===== src/rtl/uart_pkg.sv =====
// Shared UART definitions: receiver/transmitter FSM states and default framing.
// Latency: n/a (types and constants only).
// Backpressure: n/a.
package uart_pkg;

   typedef enum logic [2:0] {
      IDLE  = 3'd0,
      START = 3'd1,
      DATA  = 3'd2,
      STOP  = 3'd3,
      BREAK = 3'd4
   } uart_state_t;

   localparam int OS_DEFAULT        = 8;
   localparam int DATA_BITS_DEFAULT = 8;

endpackage


===== src/rtl/uartrx_sync2.sv =====
// Generic 2-FF synchronizer for asynchronous single-bit inputs; INIT is the reset value.
// Latency: 2 clk from d to q.
// Backpressure: none.
module sync2 #(
   parameter logic INIT = 1'b1
) (
   input  logic clk,
   input  logic rst,
   input  logic d,
   output logic q
);

   logic meta;

   always_ff @(posedge clk) begin
      if (rst) begin
         meta <= INIT;
         q    <= INIT;
      end else begin
         meta <= d;
         q    <= meta;
      end
   end

endmodule


===== src/rtl/uartrx.sv =====
// 8N1 LSB-first UART receiver with one-entry valid/ready holding register, framing-error pulse and sticky overrun.
// Latency: valid rises 1 clk after the clken cycle that samples the stop bit (+2 clk rx synchronizer).
// Backpressure: holding register full and ready low at commit drops the new byte and sets overrun.
module uartrx
   import uart_pkg::*;
#(
   parameter int OS        = OS_DEFAULT,
   parameter int DATA_BITS = DATA_BITS_DEFAULT
) (
   input  logic                 clk,
   input  logic                 rst,
   input  logic                 clken,
   input  logic                 rx,
   output logic [DATA_BITS-1:0] data,
   output logic                 valid,
   input  logic                 ready,
   output logic                 frame_err,
   output logic                 overrun,
   input  logic                 clr_err
);

   localparam int CNT_W = (OS > 2) ? $clog2(OS) : 1;
   localparam int BIT_W = (DATA_BITS > 2) ? $clog2(DATA_BITS) : 1;
   localparam int MID   = OS / 2 - 1;

   uart_state_t          state, state_n;
   logic [CNT_W-1:0]     cnt, cnt_n;
   logic [BIT_W-1:0]     bitn, bitn_n;
   logic [DATA_BITS-1:0] shreg, shreg_n;
   logic                 rx_s;
   logic                 commit;
   logic                 ferr_n;

   sync2 #(.INIT(1'b1)) u_sync (
      .clk (clk),
      .rst (rst),
      .d   (rx),
      .q   (rx_s)
   );

   always_comb begin
      state_n = state;
      cnt_n   = cnt;
      bitn_n  = bitn;
      shreg_n = shreg;
      commit  = 1'b0;
      ferr_n  = 1'b0;
      if (clken) begin
         case (state)
            IDLE: begin
               if (!rx_s) begin
                  state_n = START;
                  cnt_n   = '0;
               end
            end
            START: begin
               // Re-check the line half a bit in; a high here was a glitch.
               if (cnt == CNT_W'(MID)) begin
                  if (rx_s) begin
                     state_n = IDLE;
                  end else begin
                     state_n = DATA;
                     cnt_n   = '0;
                     bitn_n  = '0;
                  end
               end else begin
                  cnt_n = cnt + 1'b1;
               end
            end
            DATA: begin
               if (cnt == CNT_W'(OS - 1)) begin
                  shreg_n = {rx_s, shreg[DATA_BITS-1:1]};
                  cnt_n   = '0;
                  if (bitn == BIT_W'(DATA_BITS - 1)) begin
                     state_n = STOP;
                  end else begin
                     bitn_n = bitn + 1'b1;
                  end
               end else begin
                  cnt_n = cnt + 1'b1;
               end
            end
            STOP: begin
               if (cnt == CNT_W'(OS - 1)) begin
                  cnt_n = '0;
                  if (rx_s) begin
                     commit  = 1'b1;
                     state_n = IDLE;
                  end else begin
                     ferr_n  = 1'b1;
                     state_n = BREAK;
                  end
               end else begin
                  cnt_n = cnt + 1'b1;
               end
            end
            BREAK: begin
               // A held-low line must return high before the next start bit counts.
               if (rx_s) begin
                  state_n = IDLE;
               end
            end
            default: begin
               state_n = IDLE;
            end
         endcase
      end
   end

   always_ff @(posedge clk) begin
      if (rst) begin
         state     <= IDLE;
         cnt       <= '0;
         bitn      <= '0;
         shreg     <= '0;
         data      <= '0;
         valid     <= 1'b0;
         frame_err <= 1'b0;
         overrun   <= 1'b0;
      end else begin
         state     <= state_n;
         cnt       <= cnt_n;
         bitn      <= bitn_n;
         shreg     <= shreg_n;
         frame_err <= ferr_n;
         if (commit) begin
            if (!valid || ready) begin
               data  <= shreg;
               valid <= 1'b1;
            end
         end else if (valid && ready) begin
            valid <= 1'b0;
         end
         // A fresh overrun beats a simultaneous clear.
         if (commit && valid && !ready) begin
            overrun <= 1'b1;
         end else if (clr_err) begin
            overrun <= 1'b0;
         end
      end
   end

endmodule


===== config.mk =====
export PLATFORM = sky130hd
export DESIGN_NAME = uartrx
export DESIGN_NICKNAME = d
export VERILOG_FILES = /design/src/rtl/uart_pkg.sv /design/src/rtl/uartrx_sync2.sv /design/src/rtl/uartrx.sv
export SDC_FILE = /design/constraint.sdc
export NUM_CORES = 1
export LEC_CHECK = 0
export CORE_ASPECT_RATIO = 0.9
export CORE_MARGIN = 1
export CORE_UTILIZATION = 53
export DETAILED_ROUTE_END_ITERATION = 10
export PLACE_DENSITY = 0.77
export SYNTH_ARGS = -nofsm -noshare
export SYNTH_HDL_FRONTEND = slang
export SYNTH_HIERARCHICAL = 1
export SYNTH_SLANG_ARGS = --single-unit

===== constraint.sdc =====
create_clock -name clk -period 2.4 [get_ports clk]
set_input_delay 0.24 -clock clk [delete_from_list [all_inputs] [get_ports clk]]
set_output_delay 0.24 -clock clk [all_outputs]
set_load 0.02 [all_outputs]

==> summary.md, run 1 <==
| Metric | Value |
|---|---|
| Achievable clock frequency | `517 MHz` |
| Fraction of final layout cells with drive strength greater than 1 | `8.97%` |
| Dpl hpwl | `1780 microns` |
| Number of nets with antenna violations after routing | `0` |
| Clock insertion delay at the later pin of the skew report | `0.32 ns` |
| Initial DRC count | `13` |
| Pins over their slew limit | `0` |
| Maximum resistive drop on vdd | `0.393 mV` |
| Placer's final routability congestion estimate | `0.802` |
| Period Utilization, post-route | `80.6%` |
| Met1 Track Usage GR | `26.8%` |
| First-pass DRT Iterations | `4` |
| TritonCTS Buffers | `5` |
| Number of levels in the clock H-tree | `2` |
| Width of the chip | `54.9 microns` |
| Remaining global-route overflow | `0` |
| Most common flop cell mapped by yosys | `sky130_fd_sc_hd__dfxtp_1` |
| Proportion of register bits with asynchronous set or reset after synthesis | `0%` |
| Clock Pin Slew Worst Setup and Hold Paths | `0.09 ns` |
| Non-filler instance count after layout | `183` |
| Top area cells in the synthesized netlist | `sky130_fd_sc_hd__dfxtp_1 (45%), sky130_fd_sc_hd__mux2i_1 (15%), sky130_fd_sc_hd__nor2_1 (6.7%), sky130_fd_sc_hd__ha_1 (4.7%), sky130_fd_sc_hd__nor3_4 (2.4%)` |
| Average size of a mapped cell | `9.75 sq um` |
| Maximum number of pins on one net before global-route repair | `15` |
| Number of remaining DRC errors | `0` |
| Cells after Synth | `137` |
| Row count | `16` |
| Mapped cell area | `1340 sq um` |
| Most Crowded Layer GR | `met2` |
| Run status | `finished clean` |
| Final setup vio count | `0` |
| Final sum of negative setup slack | `0 ns` |
| Tightest Pin Transition | `0.664 ns` |
| Setup repair after global routing missed its margin | `false` |
| Power density over the cells | `543 nW/um^2` |
| Root buffer cell | `sky130_fd_sc_hd__clkbuf_4` |
| Arrival time worst endpoint | `2.19 ns` |
| Synthesis-to-finish area growth | `17.5%` |
| Number of diodes | `0` |
| Most instantiated library cell after synthesis | `sky130_fd_sc_hd__dfxtp_1` |
| Yosys warning count | `6` |
| Initial cell density of the core | `58.6%` |
| Dpl cells | `175` |
| Final critical path time including I/O delays and setup | `1.94 ns` |
| Total die area | `2730 sq um` |
| Post-detailed-route via-to-cell ratio | `5.50` |
| Post-CTS Hold Fix Bufs | `0` |
| List of most frequent post-synthesis cells | `sky130_fd_sc_hd__dfxtp_1 (30), sky130_fd_sc_hd__nor2_1 (24), sky130_fd_sc_hd__mux2i_1 (20)` |
| Element type at the critical path end | `flip-flop` |
| Worst clock skew on the final layout | `0.00241 ns` |
| Number of top-level pins | `17` |
| Synthesized flop and latch total | `30` |
| Resize count post-CTS | `0` |
| Max Root-Sink Buffers | `2` |
| Worst Path Required | `2.66 ns` |
| Count of unique library cells instantiated by Yosys | `31` |
| Number of maximum-capacitance constraint violations | `0` |
| Via count of the routed design | `1,007` |
| First-pass GRT wire length | `4160 microns` |
| Total number of clock tree sinks | `30` |
| Element type at the critical path start | `flip-flop` |
| Worst min path class | `flip-flop to flip-flop` |
| Initial antenna violation count | `0` |
| Global-route met3 utilization | `6.48%` |
| Worst slew margin | `55.2%` |
| Number of nets produced by synthesis | `148` |
| Peak fanout along the critical path | `6` |
| Standard cell core area | `2280 sq um` |
| Fraction of the yosys area taken by sequential cells | `44.9%` |
| Crit Path Class | `flip-flop to flip-flop` |
| Post-CTS Setup Repair Bufs | `0` |
| Vertical extent of the die | `49.6 microns` |
| Post-synthesis cell type with the largest combined area | `sky130_fd_sc_hd__dfxtp_1` |
| Vias in the first global route | `962` |
| # nets final | `166` |
| Hold violation count in the final report | `0` |
| Count of input and output buffers | `16` |
| Global Route met2 Usage | `33.1%` |
| TritonCTS clock tree | `yes` |
| Post-synth EDFFs | `0` |
| Total Routing Usage GR | `21.1%` |
| Routed wire length | `2390 microns` |
| Area share of the largest cell type after synthesis | `44.9%` |
| Routed wirelength normalized by instance count | `13.0 microns` |
| Leakage component of the power | `0.598 nW` |
## flip-flops by register name (all words and copies together), names as in the netlist, 3 cells and up
name and flops:
bitn 3, cnt 3, data 8, shreg 8, state 3
## worst paths after layout
check | start | endpoint | slack, ns | cells after the start
max reg2reg | cnt[0] | bitn[1] | 0.46 | 6
min | u_sync/meta | u_sync/q | 0.42 | 1
min reg2reg | u_sync/meta | u_sync/q | 0.42 | 1
max | cnt[0] | bitn[1] | 0.46 | 6
## critical path, cell delays in order, from the launching register on
cell and delay, ns:
sky130_fd_sc_hd__dfxtp_1 0.33, sky130_fd_sc_hd__ha_1 0.22, sky130_fd_sc_hd__ha_1 0.21, sky130_fd_sc_hd__or3b_1 0.40
sky130_fd_sc_hd__o221ai_2 0.29, sky130_fd_sc_hd__a211o_1 0.24, sky130_fd_sc_hd__mux2i_1 0.20
## power breakdown
part / internal, W / total (W) / switching (W) / leakage [nW]
Sequential: 0.000500 / 0.000505 / 0.00000438 / 0.242
Combinational: 0.0000146 / 0.0000321 / 0.0000175 / 0.322
Clock: 0.000141 / 0.000316 / 0.000175 / 0.0343
Total: 0.000656 / 0.000853 / 0.000197 / 0.598
## area by class of cell
cell class | instances | area (sq um)
clock buffers | 6 | 51.3
fillers | 197 | 712
inverters | 4 | 15.0
multi-input cells | 97 | 689
flip-flops and latches | 30 | 601
repair buffers | 17 | 168
clock inverters | 2 | 12.5
well taps | 27 | 33.8
## cell families (layout without fill, tap and decap cells)
logic type / count (synthesis) / after routing / share of synthesized area (%)
adders and majority gates: 5 / 5 / 4.68
buffers and inverters: 10 / 29 / 3.46
and+or+nand+nor: 56 / 56 / 22.8
muxes: 20 / 20 / 15.0
DFF: 30 / 30 / 44.9
AOI/OAI and AO/OA: 16 / 16 / 9.08
## stage by stage
| step | hold WS [ns] | total power [W] | area [sq um] | utilization, % | worst slack [ns] |
|---|---|---|---|---|---|
| floorplan | 0.337 | 0.000534 | 1340 | - | 0.631 |
| global placement | 0.390 | 0.000548 | 1510 | 66.0 | 0.507 |
| detailed placement | 0.394 | 0.000548 | 1510 | 66.0 | 0.451 |
| CTS | 0.419 | 0.000861 | 1570 | 68.8 | 0.469 |
| global route | 0.463 | 0.000885 | 1570 | 68.8 | 0.355 |
| finish | 0.416 | 0.000853 | 1570 | 68.8 | 0.465 |
## cell usage in the layout, fill, tap and decap left out, types with 4 or more instances in the layout
cell type,count
sky130_fd_sc_hd__dfxtp_1,30
sky130_fd_sc_hd__a21oi_1,4
sky130_fd_sc_hd__clkbuf_4,5
sky130_fd_sc_hd__nor2_1,24
sky130_fd_sc_hd__nand2b_1,5
sky130_fd_sc_hd__inv_1,4
sky130_fd_sc_hd__mux2i_1,20
sky130_fd_sc_hd__nand2_1,8
sky130_fd_sc_hd__clkdlybuf4s50_1,16
sky130_fd_sc_hd__ha_1,5
sky130_fd_sc_hd__nor2b_1,4
## metal layers
metal  wire length (microns)  up-vias
met5                       0        -
met4                      32        0
met3                      78        4
met2                    1140       19
met1                    1130      475
li1                        -      509
(Power assumes the default switching activity.)
==> run 2, diff against run 1 <==
==> constraint.sdc (replaced) <==
create_clock -name clk -period 1.9 [get_ports clk]
set_input_delay 0.19 -clock clk [delete_from_list [all_inputs] [get_ports clk]]
set_output_delay 0.19 -clock clk [all_outputs]
set_load 0.02 [all_outputs]
==> summary.md, run 2 (synthesis results as in run 1) <==
| Metric | Value |
|---|---|
| Vertical extent of the die | `49.6 microns (unchanged)` |
| Non-filler instance count after layout | `190 (+3.8%)` |
| Max Root-Sink Buffers | `2 (unchanged)` |
| Number of nets with antenna violations after routing | `0 (unchanged)` |
| First-pass GRT wire length | `4400 microns (+5.6%)` |
| Crit Path Class | `flip-flop to flip-flop` |
| Run status | `finished clean` |
| R2R Setup Slk | `0.11 ns (-0.35 ns)` |
| Initial cell density of the core | `58.6% (unchanged)` |
| Worst slew margin | `57.2% (+2.0 points)` |
| Routed wirelength normalized by instance count | `13.6 microns (+4.5%)` |
| Tightest Pin Transition | `0.635 ns (-0.0292 ns)` |
| Filler instances | `185 (-6.1%)` |
| Remaining global-route overflow | `0 (unchanged)` |
| Standard cell core area | `2280 sq um (unchanged)` |
| Via count of the routed design | `1,066 (+5.9%)` |
| Leakage component of the power | `0.636 nW (+6.3%)` |
| Arrival time worst endpoint | `2.04 ns (-0.15 ns)` |
| Number of levels in the clock H-tree | `2 (unchanged)` |
| Total Routing Usage GR | `22.5% (+1.3 points)` |
| TritonCTS clock tree | `yes` |
| Clock Pin Slew Worst Setup and Hold Paths | `0.09 ns (about the same)` |
| Combinational share of power | `5.0% (+1.2 points)` |
| Initial DRC count | `29 (+16)` |
| Fraction of final layout cells with drive strength greater than 1 | `16.0% (+7.0 points)` |
| First-pass DRT Iterations | `4 (unchanged)` |
| Number of diodes | `0 (unchanged)` |
| Worst Path Required | `2.15 ns (-0.51 ns)` |
| # nets final | `174 (+4.8%)` |
| TritonCTS Buffers | `5 (unchanged)` |
| Root buffer cell | `sky130_fd_sc_hd__clkbuf_4` |
| Most common library cell in the layout ignoring fill and taps | `sky130_fd_sc_hd__dfxtp_1` |
| Pint | `0.000790 W (+21%)` |
| Final critical path time including I/O delays and setup | `1.79 ns (-0.148 ns)` |
| Biggest registers after layout | `data x8, shreg x8` |
| Count of input and output buffers | `16 (unchanged)` |
| Dpl cells | `182 (+4.0%)` |
| Clock insertion delay at the later pin of the skew report | `0.33 ns (about the same)` |
| Vias in the first global route | `1,056 (+9.8%)` |
| Peak fanout along the critical path | `3 (-3)` |
| Period Utilization, post-route | `94.1% (+13 points)` |
| Dpl hpwl | `1850 microns (+3.9%)` |
| Commonest non-fill, non-tap cells in the layout | `sky130_fd_sc_hd__dfxtp_1 (28), sky130_fd_sc_hd__nor2_1 (24), sky130_fd_sc_hd__mux2i_1 (20), sky130_fd_sc_hd__clkdlybuf4s50_1 (16), sky130_fd_sc_hd__buf_4 (9)` |
| Routed wire length | `2590 microns (+8.5%)` |
| Worst min path class | `flip-flop to flip-flop` |
| Synthesis-to-finish area growth | `21.5%` |
| WHS Path Cells | `1 (unchanged)` |
| Achievable clock frequency | `560 MHz (+8.3%)` |
| Number of remaining DRC errors | `0 (unchanged)` |
| Post-detailed-route via-to-cell ratio | `5.61 (+2.0%)` |
| Row count | `16 (unchanged)` |
| Final setup vio count | `0 (unchanged)` |
| Share of power burned in the clock network | `33.1% (-4.0 points)` |
| R2R cell count | `6 (unchanged)` |
| Maximum number of pins on one net before global-route repair | `16 (+1)` |
| Power density over the cells | `634 nW/um^2 (+17%)` |
| Worst Hold Margin | `0.434 ns (+0.0179 ns)` |
| Element type at the critical path start | `flip-flop` |
| Hold violation count in the final report | `0 (unchanged)` |
| Number of top-level pins | `17 (unchanged)` |
| Placer's final routability congestion estimate | `0.833 (+3.8%)` |
| Pins over their slew limit | `0 (unchanged)` |
| Number of maximum-capacitance constraint violations | `0 (unchanged)` |
| Worst clock skew on the final layout | `0.0108 ns (+0.00839 ns)` |
| Total number of clock tree sinks | `30 (unchanged)` |
| Reg power frac | `61.8% (+2.6 points)` |
| FF-to-FF End | `bitn[1]` |
| Total die area | `2730 sq um (unchanged)` |
| Worst Min Path Start | `u_sync/meta` |
| Maximum resistive drop on vdd | `0.518 mV (+32%)` |
| Hold endpoint | `u_sync/q` |
| Width of the chip | `54.9 microns (unchanged)` |
| Startpoint of the worst register-to-register path | `cnt[0]` |
| Element type at the critical path end | `flip-flop` |
| Switching share of power | `23.2% (+0.091 points)` |
| Net switching power | `0.000239 W (+21%)` |
| Post-CTS Hold Fix Bufs | `0 (unchanged)` |
| Initial antenna violation count | `0 (unchanged)` |
==> run 2: changes by cell type in the layout (fill, tap and decap cells not counted) <==
cell                         delta
sky130_fd_sc_hd__clkinvlp_4     -1
sky130_fd_sc_hd__dfxtp_2        +2
sky130_fd_sc_hd__ha_2           +2
sky130_fd_sc_hd__ha_1           -2
sky130_fd_sc_hd__buf_4          +8
sky130_fd_sc_hd__or3b_1         -1
sky130_fd_sc_hd__or3b_4         +1
sky130_fd_sc_hd__clkbuf_8       -1
sky130_fd_sc_hd__clkinv_2       +1
sky130_fd_sc_hd__dfxtp_1        -2
==> run 2: power groups by stage <==
stage	clock [W]	sequential, W	combinational, W
6_report	0.000341	0.000636	0.0000519
5_1_grt	0.000377	0.000637	0.0000564
4_1_cts	0.000352	0.000636	0.0000494
3_5_place_dp	0	0.000651	0.0000490
3_3_place_gp	0	0.000650	0.0000479
2_1_floorplan	0	0.000648	0.0000268
==> run 2: per-layer routing <==
| metal | GRT usage, % | vias up | share of wire (%) |
|---|---|---|---|
| li1 | - | 530 | - |
| met1 | 27.5 | 499 | 46 |
| met2 | 35.5 | 29 | 47 |
| met3 | 6.48 | 8 | 5.2 |
| met4 | 10.0 | 0 | 2.0 |
| met5 | 0 | - | 0 |
==> run 2: critical path: stages, from the launching register on <==
cell	delay, ns
sky130_fd_sc_hd__dfxtp_2	0.33
sky130_fd_sc_hd__ha_2	0.18
sky130_fd_sc_hd__ha_2	0.18
sky130_fd_sc_hd__or3b_4	0.38
sky130_fd_sc_hd__o221ai_2	0.22
sky130_fd_sc_hd__a211o_1	0.22
sky130_fd_sc_hd__mux2i_1	0.20
==> run 2: per-stage QoR <==
| step | setup TNS, ns | total power (W) | setup slack, ns | area [sq um] | util [%] |
|---|---|---|---|---|---|
| floorplan | 0 | 0.000675 | 0.131 | 1340 | - |
| detailed placement | 0 | 0.000700 | 0.0860 | 1560 | 68.3 |
| finish | 0 | 0.00103 | 0.113 | 1620 | 71.2 |
| global placement | 0 | 0.000698 | 0.150 | 1560 | 68.3 |
| CTS | 0 | 0.00104 | 0.0626 | 1610 | 70.4 |
| global route | -0.000526 | 0.00107 | -0.000526 | 1620 | 71.2 |
==> run 2: worst max path at each step <==
stage	from	slack, ns	to
2_1_floorplan	cnt[0]	0.13	bitn[0]
4_1_cts	cnt[0]	0.06	bitn[1]
3_5_place_dp	cnt[0]	0.09	bitn[1]
5_1_grt	cnt[0]	-0.0005	bitn[0]
3_3_place_gp	cnt[0]	0.15	bitn[0]
6_report	cnt[0]	0.11	bitn[1]
==> run 2: timing repair <==
item	CTS	global route
buffers inserted	0	1
endpoints found under the setup margin	0	4
endpoints found under the hold margin	0	0
resized for setup	0	5
==> run 2: layout make-up <==
class	count	area, sq um	share of cell area [%]
clock buffers	5	37.5	2.31
well taps	27	33.8	2.08
repair buffers	25	228	14.0
clock inverters	2	10.0	0.616
multi-input cells	97	697	42.9
inverters	4	15.0	0.924
flip-flops and latches	30	603	37.1
